File: src/rtl/alu_pkg.sv
// Shared types for the alu and its execute-stage sequencer.
package alu_pkg;

  typedef enum logic [2:0] {
    ALU_ADD = 3'd0,
    ALU_SUB = 3'd1,
    ALU_AND = 3'd2,
    ALU_OR  = 3'd3,
    ALU_XOR = 3'd4,
    ALU_SLL = 3'd5,
    ALU_SRL = 3'd6,
    ALU_SLT = 3'd7
  } alu_op_e;

  typedef enum logic [1:0] {
    IDLE = 2'd0,
    EXEC = 2'd1,
    RESP = 2'd2
  } seq_state_e;

endpackage

File: src/rtl/alu.sv
// Combinational alu. carry is the carry-out for ADD and the borrow for SUB;
// overflow is signed overflow for ADD/SUB. Both flags are 0 for every other op.
module alu
  import alu_pkg::*;
#(
  parameter int DATA_WIDTH = 32
) (
  input  logic [DATA_WIDTH-1:0] i_a,
  input  logic [DATA_WIDTH-1:0] i_b,
  input  alu_op_e               i_op,
  output logic [DATA_WIDTH-1:0] o_result,
  output logic                  o_zero,
  output logic                  o_carry,
  output logic                  o_overflow
);

  localparam int SHW = $clog2(DATA_WIDTH);
  localparam int MSB = DATA_WIDTH - 1;

  logic [DATA_WIDTH:0] w_sum;
  logic [DATA_WIDTH:0] w_diff;
  logic                w_lt;

  assign w_sum  = {1'b0, i_a} + {1'b0, i_b};
  assign w_diff = {1'b0, i_a} - {1'b0, i_b};
  assign w_lt   = $signed(i_a) < $signed(i_b);

  // NOTE: every output gets a default first so no path through the case infers a latch.
  always_comb begin
    o_result   = '0;
    o_carry    = 1'b0;
    o_overflow = 1'b0;
    case (i_op)
      ALU_ADD: begin
        o_result   = w_sum[MSB:0];
        o_carry    = w_sum[DATA_WIDTH];
        o_overflow = (i_a[MSB] == i_b[MSB]) && (w_sum[MSB] != i_a[MSB]);
      end
      ALU_SUB: begin
        o_result   = w_diff[MSB:0];
        o_carry    = w_diff[DATA_WIDTH];
        o_overflow = (i_a[MSB] != i_b[MSB]) && (w_diff[MSB] != i_a[MSB]);
      end
      ALU_AND: o_result = i_a & i_b;
      ALU_OR:  o_result = i_a | i_b;
      ALU_XOR: o_result = i_a ^ i_b;
      ALU_SLL: o_result = i_a << i_b[SHW-1:0];
      ALU_SRL: o_result = i_a >> i_b[SHW-1:0];
      ALU_SLT: o_result = {{(DATA_WIDTH-1){1'b0}}, w_lt};
      default: o_result = '0;
    endcase
  end

  assign o_zero = (o_result == '0);

endmodule

File: src/rtl/alu_sequencer.sv
// Execute-stage front end: accepts a request, runs the alu from latched operands
// for one cycle, then holds the registered response until the consumer takes it.
module alu_sequencer
  import alu_pkg::*;
#(
  parameter int DATA_WIDTH = 32,
  parameter int TAG_WIDTH  = 4
) (
  input  logic                  clk,
  input  logic                  rst,
  input  logic                  flush,
  input  logic                  req_valid,
  output logic                  req_ready,
  input  logic [DATA_WIDTH-1:0] req_a,
  input  logic [DATA_WIDTH-1:0] req_b,
  input  alu_op_e               req_op,
  input  logic [TAG_WIDTH-1:0]  req_tag,
  output logic                  rsp_valid,
  input  logic                  rsp_ready,
  output logic [DATA_WIDTH-1:0] rsp_result,
  output logic                  rsp_zero,
  output logic                  rsp_carry,
  output logic                  rsp_overflow,
  output logic [TAG_WIDTH-1:0]  rsp_tag,
  output logic                  busy,
  output logic [31:0]           op_count
);

  seq_state_e            r_state;
  logic [DATA_WIDTH-1:0] r_a;
  logic [DATA_WIDTH-1:0] r_b;
  alu_op_e               r_op;
  logic [TAG_WIDTH-1:0]  r_tag;
  logic                  r_rsp_valid;
  logic [DATA_WIDTH-1:0] r_rsp_result;
  logic                  r_rsp_zero;
  logic                  r_rsp_carry;
  logic                  r_rsp_overflow;
  logic [TAG_WIDTH-1:0]  r_rsp_tag;
  logic [31:0]           r_op_count;

  logic [DATA_WIDTH-1:0] w_result;
  logic                  w_zero;
  logic                  w_carry;
  logic                  w_overflow;

  alu #(.DATA_WIDTH(DATA_WIDTH)) u_alu (
    .i_a        (r_a),
    .i_b        (r_b),
    .i_op       (r_op),
    .o_result   (w_result),
    .o_zero     (w_zero),
    .o_carry    (w_carry),
    .o_overflow (w_overflow)
  );

  // NOTE: all state is written with non-blocking assignments so every register samples pre-edge values.
  always_ff @(posedge clk or posedge rst) begin
    if (rst) begin
      r_state        <= IDLE;
      r_a            <= '0;
      r_b            <= '0;
      r_op           <= ALU_ADD;
      r_tag          <= '0;
      r_rsp_valid    <= 1'b0;
      r_rsp_result   <= '0;
      r_rsp_zero     <= 1'b0;
      r_rsp_carry    <= 1'b0;
      r_rsp_overflow <= 1'b0;
      r_rsp_tag      <= '0;
      r_op_count     <= '0;
    end else if (flush) begin
      // Abort wins over both handshakes; response data keeps its last values.
      r_state     <= IDLE;
      r_rsp_valid <= 1'b0;
    end else begin
      case (r_state)
        IDLE: begin
          if (req_valid) begin
            r_a     <= req_a;
            r_b     <= req_b;
            r_op    <= req_op;
            r_tag   <= req_tag;
            r_state <= EXEC;
          end
        end
        EXEC: begin
          r_rsp_result   <= w_result;
          r_rsp_zero     <= w_zero;
          r_rsp_carry    <= w_carry;
          r_rsp_overflow <= w_overflow;
          r_rsp_tag      <= r_tag;
          r_rsp_valid    <= 1'b1;
          r_state        <= RESP;
        end
        RESP: begin
          if (rsp_ready) begin
            r_rsp_valid <= 1'b0;
            r_op_count  <= r_op_count + 32'd1;
            r_state     <= IDLE;
          end
        end
        default: begin
          r_rsp_valid <= 1'b0;
          r_state     <= IDLE;
        end
      endcase
    end
  end

  assign req_ready    = (r_state == IDLE);
  assign busy         = (r_state != IDLE);
  assign rsp_valid    = r_rsp_valid;
  assign rsp_result   = r_rsp_result;
  assign rsp_zero     = r_rsp_zero;
  assign rsp_carry    = r_rsp_carry;
  assign rsp_overflow = r_rsp_overflow;
  assign rsp_tag      = r_rsp_tag;
  assign op_count     = r_op_count;

endmodule

File: config.mk
export PLATFORM = sky130hd
export DESIGN_NAME = alu_sequencer
export DESIGN_NICKNAME = d
export VERILOG_FILES = /design/src/rtl/alu_pkg.sv /design/src/rtl/alu.sv /design/src/rtl/alu_sequencer.sv
export SDC_FILE = /design/constraint.sdc
export NUM_CORES = 1
export LEC_CHECK = 0
export CAP_MARGIN = 0
export CORE_UTILIZATION = 55
export DETAILED_ROUTE_END_ITERATION = 12
export DONT_BUFFER_PORTS = 1
export HOLD_SLACK_MARGIN = 0.12
export PLACE_DENSITY = 0.77
export SKIP_CTS_REPAIR_TIMING = 1
export SYNTH_ARGS = -nofsm -noshare
export SYNTH_HDL_FRONTEND = slang
export SYNTH_SLANG_ARGS = --single-unit
File: constraint.sdc
create_clock -name clk -period 9.83 [get_ports clk]
set_input_delay 1.966 -clock clk [delete_from_list [all_inputs] [get_ports clk]]
set_output_delay 1.966 -clock clk [all_outputs]
set_load 0.02 [all_outputs]
---- Yosys cells after proc, flatten, opt, wreduce, memory -nomap -nowiden ----
Index checks and enable logic that the tools add are counted.
word-level totals
  memory bits (writable) .................. 0
  memories ................................ 0
  bits in registers ....................... 145
  ROM bits ................................ 0
  latch bits .............................. 0
cells by class
  magnitude comparators ................... 1
  shift operators ......................... 2
  reduce and logical (&&, ||, !) cells .... 11
  add/sub/neg operators ................... 3
  bitwise logic cells ..................... 4
  $mul .................................... 0
  divide/modulo/power cells ............... 0
  equal/unequal tests ..................... 16
  multiplexer cells ....................... 10
operators by type and width
  operator                 number
  $pmux W32 S8             1
  $add A32 B32 Y33         1
  $sub A32 B32 Y33         1
  $add A32 B1 Y32 const B  1
  $and A32 B32 Y32         1
  $logic_not A32 Y1        1
  $lt A32 B32 Y1           1
  $or A32 B32 Y32          1
  $shl A32 B5 Y32          1
  $shr A32 B5 Y32          1
  $xor A32 B32 Y32         1
  $eq A3 B3 Y1 const B     4
  $eq A3 B2 Y1 const B     2
  $mux W2                  3
  $ne A3 B3 Y1 const B     2
  $pmux W2 S3              1
  $reduce_and A2 Y1        3
  $reduce_and A3 Y1        2
  $pmux W1 S2              2
  $eq A3 B1 Y1 const B     1
  $logic_not A3 Y1         1
  $ne A1 B1 Y1             3
  $pmux W1 S3              1
  $eq A2 B1 Y1 const B     1
  8 further kinds          10

---- Depth between registers and ports, before layout ----
  depth in word-level cells ............... 4
  gate-level depth with buffers ........... 18
  mapped depth without buffers ............ 14

---- Modules after synthesis ----
From an unflattened synthesis, not the netlist that was laid out.
unflattened totals
  cell total of the unflattened synthesis .. 1,647
  area total of the unflattened synthesis .. 14,366.3 µm²
by module, submodules not included
  module         area an instance (µm²)  sequential area each (µm²)  instances  cells an instance
  alu            8,725.9                 0.0                         1          1,280
  alu_sequencer  5,640.4                 3,628.5                     1          367

---- Worst setup path before layout ----
Ideal clock, no wire load.
  kind .................................... reg-to-reg
  from .................................... register r_b[2]
  to ...................................... register r_rsp_zero (netlist: rsp_zero)
  setup slack ............................. 5,645 ps
  library setup time ...................... 76 ps
  required time ........................... 9,754 ps
  arrival ................................. 4,108 ps
  clock period less this slack ............ 4,185 ps
  stages on the path, launching flop included .. 18
  cell sequence ........................... dfrtp_1 buf_6 buf_2 inv_2 buf_1 buf_1 ha_1 nor2_1 o311ai_1 a211oi_1 o211ai_1 a21oi_1 a311oi_2 nor3_1 o22a_1 o21ai_0 or4b_1 o21ai_1
on the way
  cells in the longest elaborated chain, start to end .. 3
ends and longest elaborated chain
  item                                            line                 text
  start, declared                                 alu_sequencer.sv:31  logic [DATA_WIDTH-1:0] r_b;
  start signal, assigned                          alu_sequencer.sv:81  r_b <= req_b;
  $sub A32 B32 Y33, or another cell as far along  alu.sv:25            assign w_diff = {1'b0, i_a} - {1'b0, i_b};
  $pmux W32 S8 *                                  alu.sv:33            case (i_op)
  $logic_not A32 Y1 *                             alu.sv:54            assign o_zero = (o_result == '0);
  end signal, assigned                            alu_sequencer.sv:89  r_rsp_zero <= w_zero;
  end, declared                                   alu_sequencer.sv:36  logic r_rsp_zero;
Every way passes the cells marked *; elsewhere a longest branch is shown, timed or not.
A chain may end at the register's enable or synchronous reset.

---- Final worst setup path ----
Ends and elaborated chain as after synthesis.

==> impl_metrics.tcl <==
set metrics [dict create \
    io_pins 150 \
    drt-total-wl_um 60250 \
    num_antenna_cells 0 \
    yosys.area_share.simple 0.1902 \
    grt_pass1_wl_um 88670 \
    ant_nets 0 \
    synthFlopType "dfrtp_1" \
    h-tree-depth 4 \
    tritoncts "done" \
    rows 58 \
    crit_type "flop to flop" \
    synth-edff-count 0 \
    clock-sinks 145 \
    fin_crit_ns 5.135 \
    synth_fa_ha_area_frac 0.08897 \
    worstHoldPathType "flop to flop" \
    tns_ns 0 \
    status "complete, no violations" \
    coreArea_sq_um 25250 \
    fin_nets 1888 \
    drive_gt1_frac 0.08986 \
    syn2layout_area_growth_pct 4.897 \
    syn_nets 1968 \
    p_per_area_nw_per_um2 260.7 \
    crit_path_end_kind "flop" \
    synth_area_sq_um 14230 \
    worstPathRequired_ns 10.21 \
    synthMuxAreaShare 0.1192 \
    cap_violations 0 \
    grtUsageTotal 0.4551 \
    async_reset_ff_frac 1.000 \
    drc 0 \
    dp_hpwl_um 45100 \
    synthXorXnorAreaFrac 0.03138 \
    slew_viol_final 0 \
    crit_fanout 62 \
    chipWidth_um 162.9 \
    synth_cell_type_count 87 \
    setup_violations 0 \
    irDropWorstVdd_uv 166.1 \
    rsz0062_at_grt "no" \
    cts_buffers 17 \
    grt.overflow.total 0 \
    met1_usage 0.6301 \
    grt_max_degree 93 \
    clock.fmax_mhz 194.8 \
    syn_inst 1792 \
    ff2ff_setup_slack_ns 4.70 \
    die_area_sq_um 26530 \
    yosysWarnings 0 \
    use_met2 0.6669 \
    skew_ns 0.01706 \
    slew-limit-headroom 0.3196 \
    antenna_found_initial 4 \
    clock-root-buffer "clkbuf_16" \
    synth_compound_area_frac 0.2515 \
    first_pass_iters 6 \
    yosysSeqAreaShare 0.2549 \
    grt_pass1_vias 13660 \
    p_leak_nw 6.331 \
    slowest_stage "o31ai_1" \
    path_clk_slew_ns 0.08 \
    grt-busiest-layer "met2" \
    post-route-period-util 0.5223 \
    fillers 2287 \
    grtUsageMet3 0.1197 \
    cp_cell_sequence "buf_4, inv_2, ha_1, nor2b_1, o2111ai_1, a2111o_1, and3_1, o21a_1, o31ai_1, a31o_1, xnor2_1, a21oi_1, or4b_1, o21ai_1" \
    initial_core_util 0.5636 \
    critPathArrivalTime_ns 5.51 \
    final_core_util 0.5912 \
    clk_latency_ns 0.45 \
    routedWlPerCell_um 29.32 \
    synth_top_family_by_area "compound AO/OA/AOI/OAI gates" \
    hold_viol_final 0 \
    slowest_delay_ns 0.70 \
    die_y_um 162.9 \
    avgSynthCellArea_sq_um 7.942 \
    gp_congestion 1.161 \
    vias 14760 \
    start_kind "flop" \
    viasPerCell 7.181 \
    first_iter_violations 2218 \
    clock_path_buffers 2 \
    ys_ff_latch 145 \
    tightest_slew_ns 1.021 \
    portBuffers 0 \
]
synth_stat cells, drive strengths merged, types with 12 or more instances:
cell type | count | area share
nand2 | 276 | 0.073
o21ai | 157 | 0.055
dfrtp | 145 | 0.25
nor2 | 120 | 0.032
a21oi | 107 | 0.038
ha | 98 | 0.086
inv | 97 | 0.026
clkbuf | 81 | 0.021
mux2i | 57 | 0.040
buf | 47 | 0.017
nor3 | 46 | 0.016
o22ai | 39 | 0.017
xnor2 | 39 | 0.024
a22oi | 35 | 0.018
a211oi | 34 | 0.018
mux4 | 34 | 0.054
nand3 | 33 | 0.012
mux2 | 32 | 0.025
o211ai | 23 | 0.012
a31oi | 22 | 0.0097
nand4 | 21 | 0.0092
nor2b | 19 | 0.0084
a21o | 16 | 0.0084
o31ai | 13 | 0.0069
xor2 | 12 | 0.0074
cell usage in the layout (no fill, tap or decap), drive strengths merged, types with 19 or more instances in the layout:
| cell | synthesis | layout |
|---|---|---|
| nand2 | 276 | 276 |
| o21ai | 157 | 157 |
| dfrtp | 145 | 145 |
| nor2 | 120 | 120 |
| a21oi | 107 | 107 |
| inv | 97 | 106 |
| ha | 98 | 98 |
| mux2i | 57 | 57 |
| nor3 | 46 | 46 |
| xnor2 | 39 | 39 |
| o22ai | 39 | 39 |
| a22oi | 35 | 35 |
| a211oi | 34 | 34 |
| mux4 | 34 | 34 |
| nand3 | 33 | 33 |
| mux2 | 32 | 32 |
| buf | 47 | 29 |
| o211ai | 23 | 23 |
| a31oi | 22 | 22 |
| nand4 | 21 | 21 |
| nor2b | 19 | 19 |
flip-flops by register name (all words and copies together) (netlist names), 2 cells and up:
name        flops
op_count       32
r_a            32
r_b            32
rsp_result     32
r_tag           4
rsp_tag         4
r_op            3
r_state         2
layout make-up:
class	count	area [sq um]	area share
Multi-Input combinational cell	1421	9711	0.6504
Sequential cell	145	3636	0.2435
Clock buffer	18	439.2	0.02942
Tap cell	330	412.9	0.02766
Inverter	98	372.9	0.02497
Timing Repair Buffer	29	217.7	0.01458
Clock inverter	14	140.1	0.009387
routing by layer:
layer  vias up  share of wire  routed length (um)
li1       6377              -                   -
met1      7032           0.39               23600
met2      1119           0.42               25600
met3       223           0.13                8112
met4         6          0.048                2882
met5         -        0.00088                  53
through the flow:
step           cell area (sq um)  setup slack [ns]  std cells  power (mW)  hold WS (ns)
3_3_place_gp               14350             4.957       2023       3.082        0.4497
6_report                   14930             4.695       2055       3.891        0.4713
2_1_floorplan              14230             3.969       1792       2.373        0.4348
3_5_place_dp               14350             4.908       2023       3.095        0.4531
5_1_grt                    14930             4.410       2055       4.022        0.4859
4_1_cts                    14930             4.912       2055       3.779        0.4705
kinds of logic after synthesis:
family / after synthesis
buf+inv: 226
mux: 123
compound gates: 552
flops: 145
fa+ha+maj: 100
xor+xnor: 51
simple gates: 595
path summary, 6_finish.rpt:
check,depth (start not counted),from,to
max,14,r_b[2]$_DFFE_PP0P_,rsp_zero$_DFFE_PP0P_
min,2,r_tag[0]$_DFFE_PP0P_,rsp_tag[0]$_DFFE_PP0P_
max reg2reg,14,r_b[2]$_DFFE_PP0P_,rsp_zero$_DFFE_PP0P_
min reg2reg,2,r_tag[0]$_DFFE_PP0P_,rsp_tag[0]$_DFFE_PP0P_
max in group asynchronous,2,rst,r_a[23]$_DFFE_PP0P_
min in group asynchronous,1,rst,r_state[1]$_DFFE_PP0P_
critical path, delay by kind of cell, from the launching register on:
family | cells | cell delay (ns)
fa+ha+maj | 1 | 0.47
buf+inv | 2 | 0.84
compound gates | 7 | 2.33
xor+xnor | 1 | 0.09
simple gates | 3 | 0.97
flops | 1 | 0.34
where the power goes:
group,internal (mW),total [mW],switching (mW)
Sequential,0.724,1.04,0.313
Clock,0.345,0.685,0.340
Combinational,0.726,2.17,1.44
Note: power is estimated with default switching activity, not from simulation.
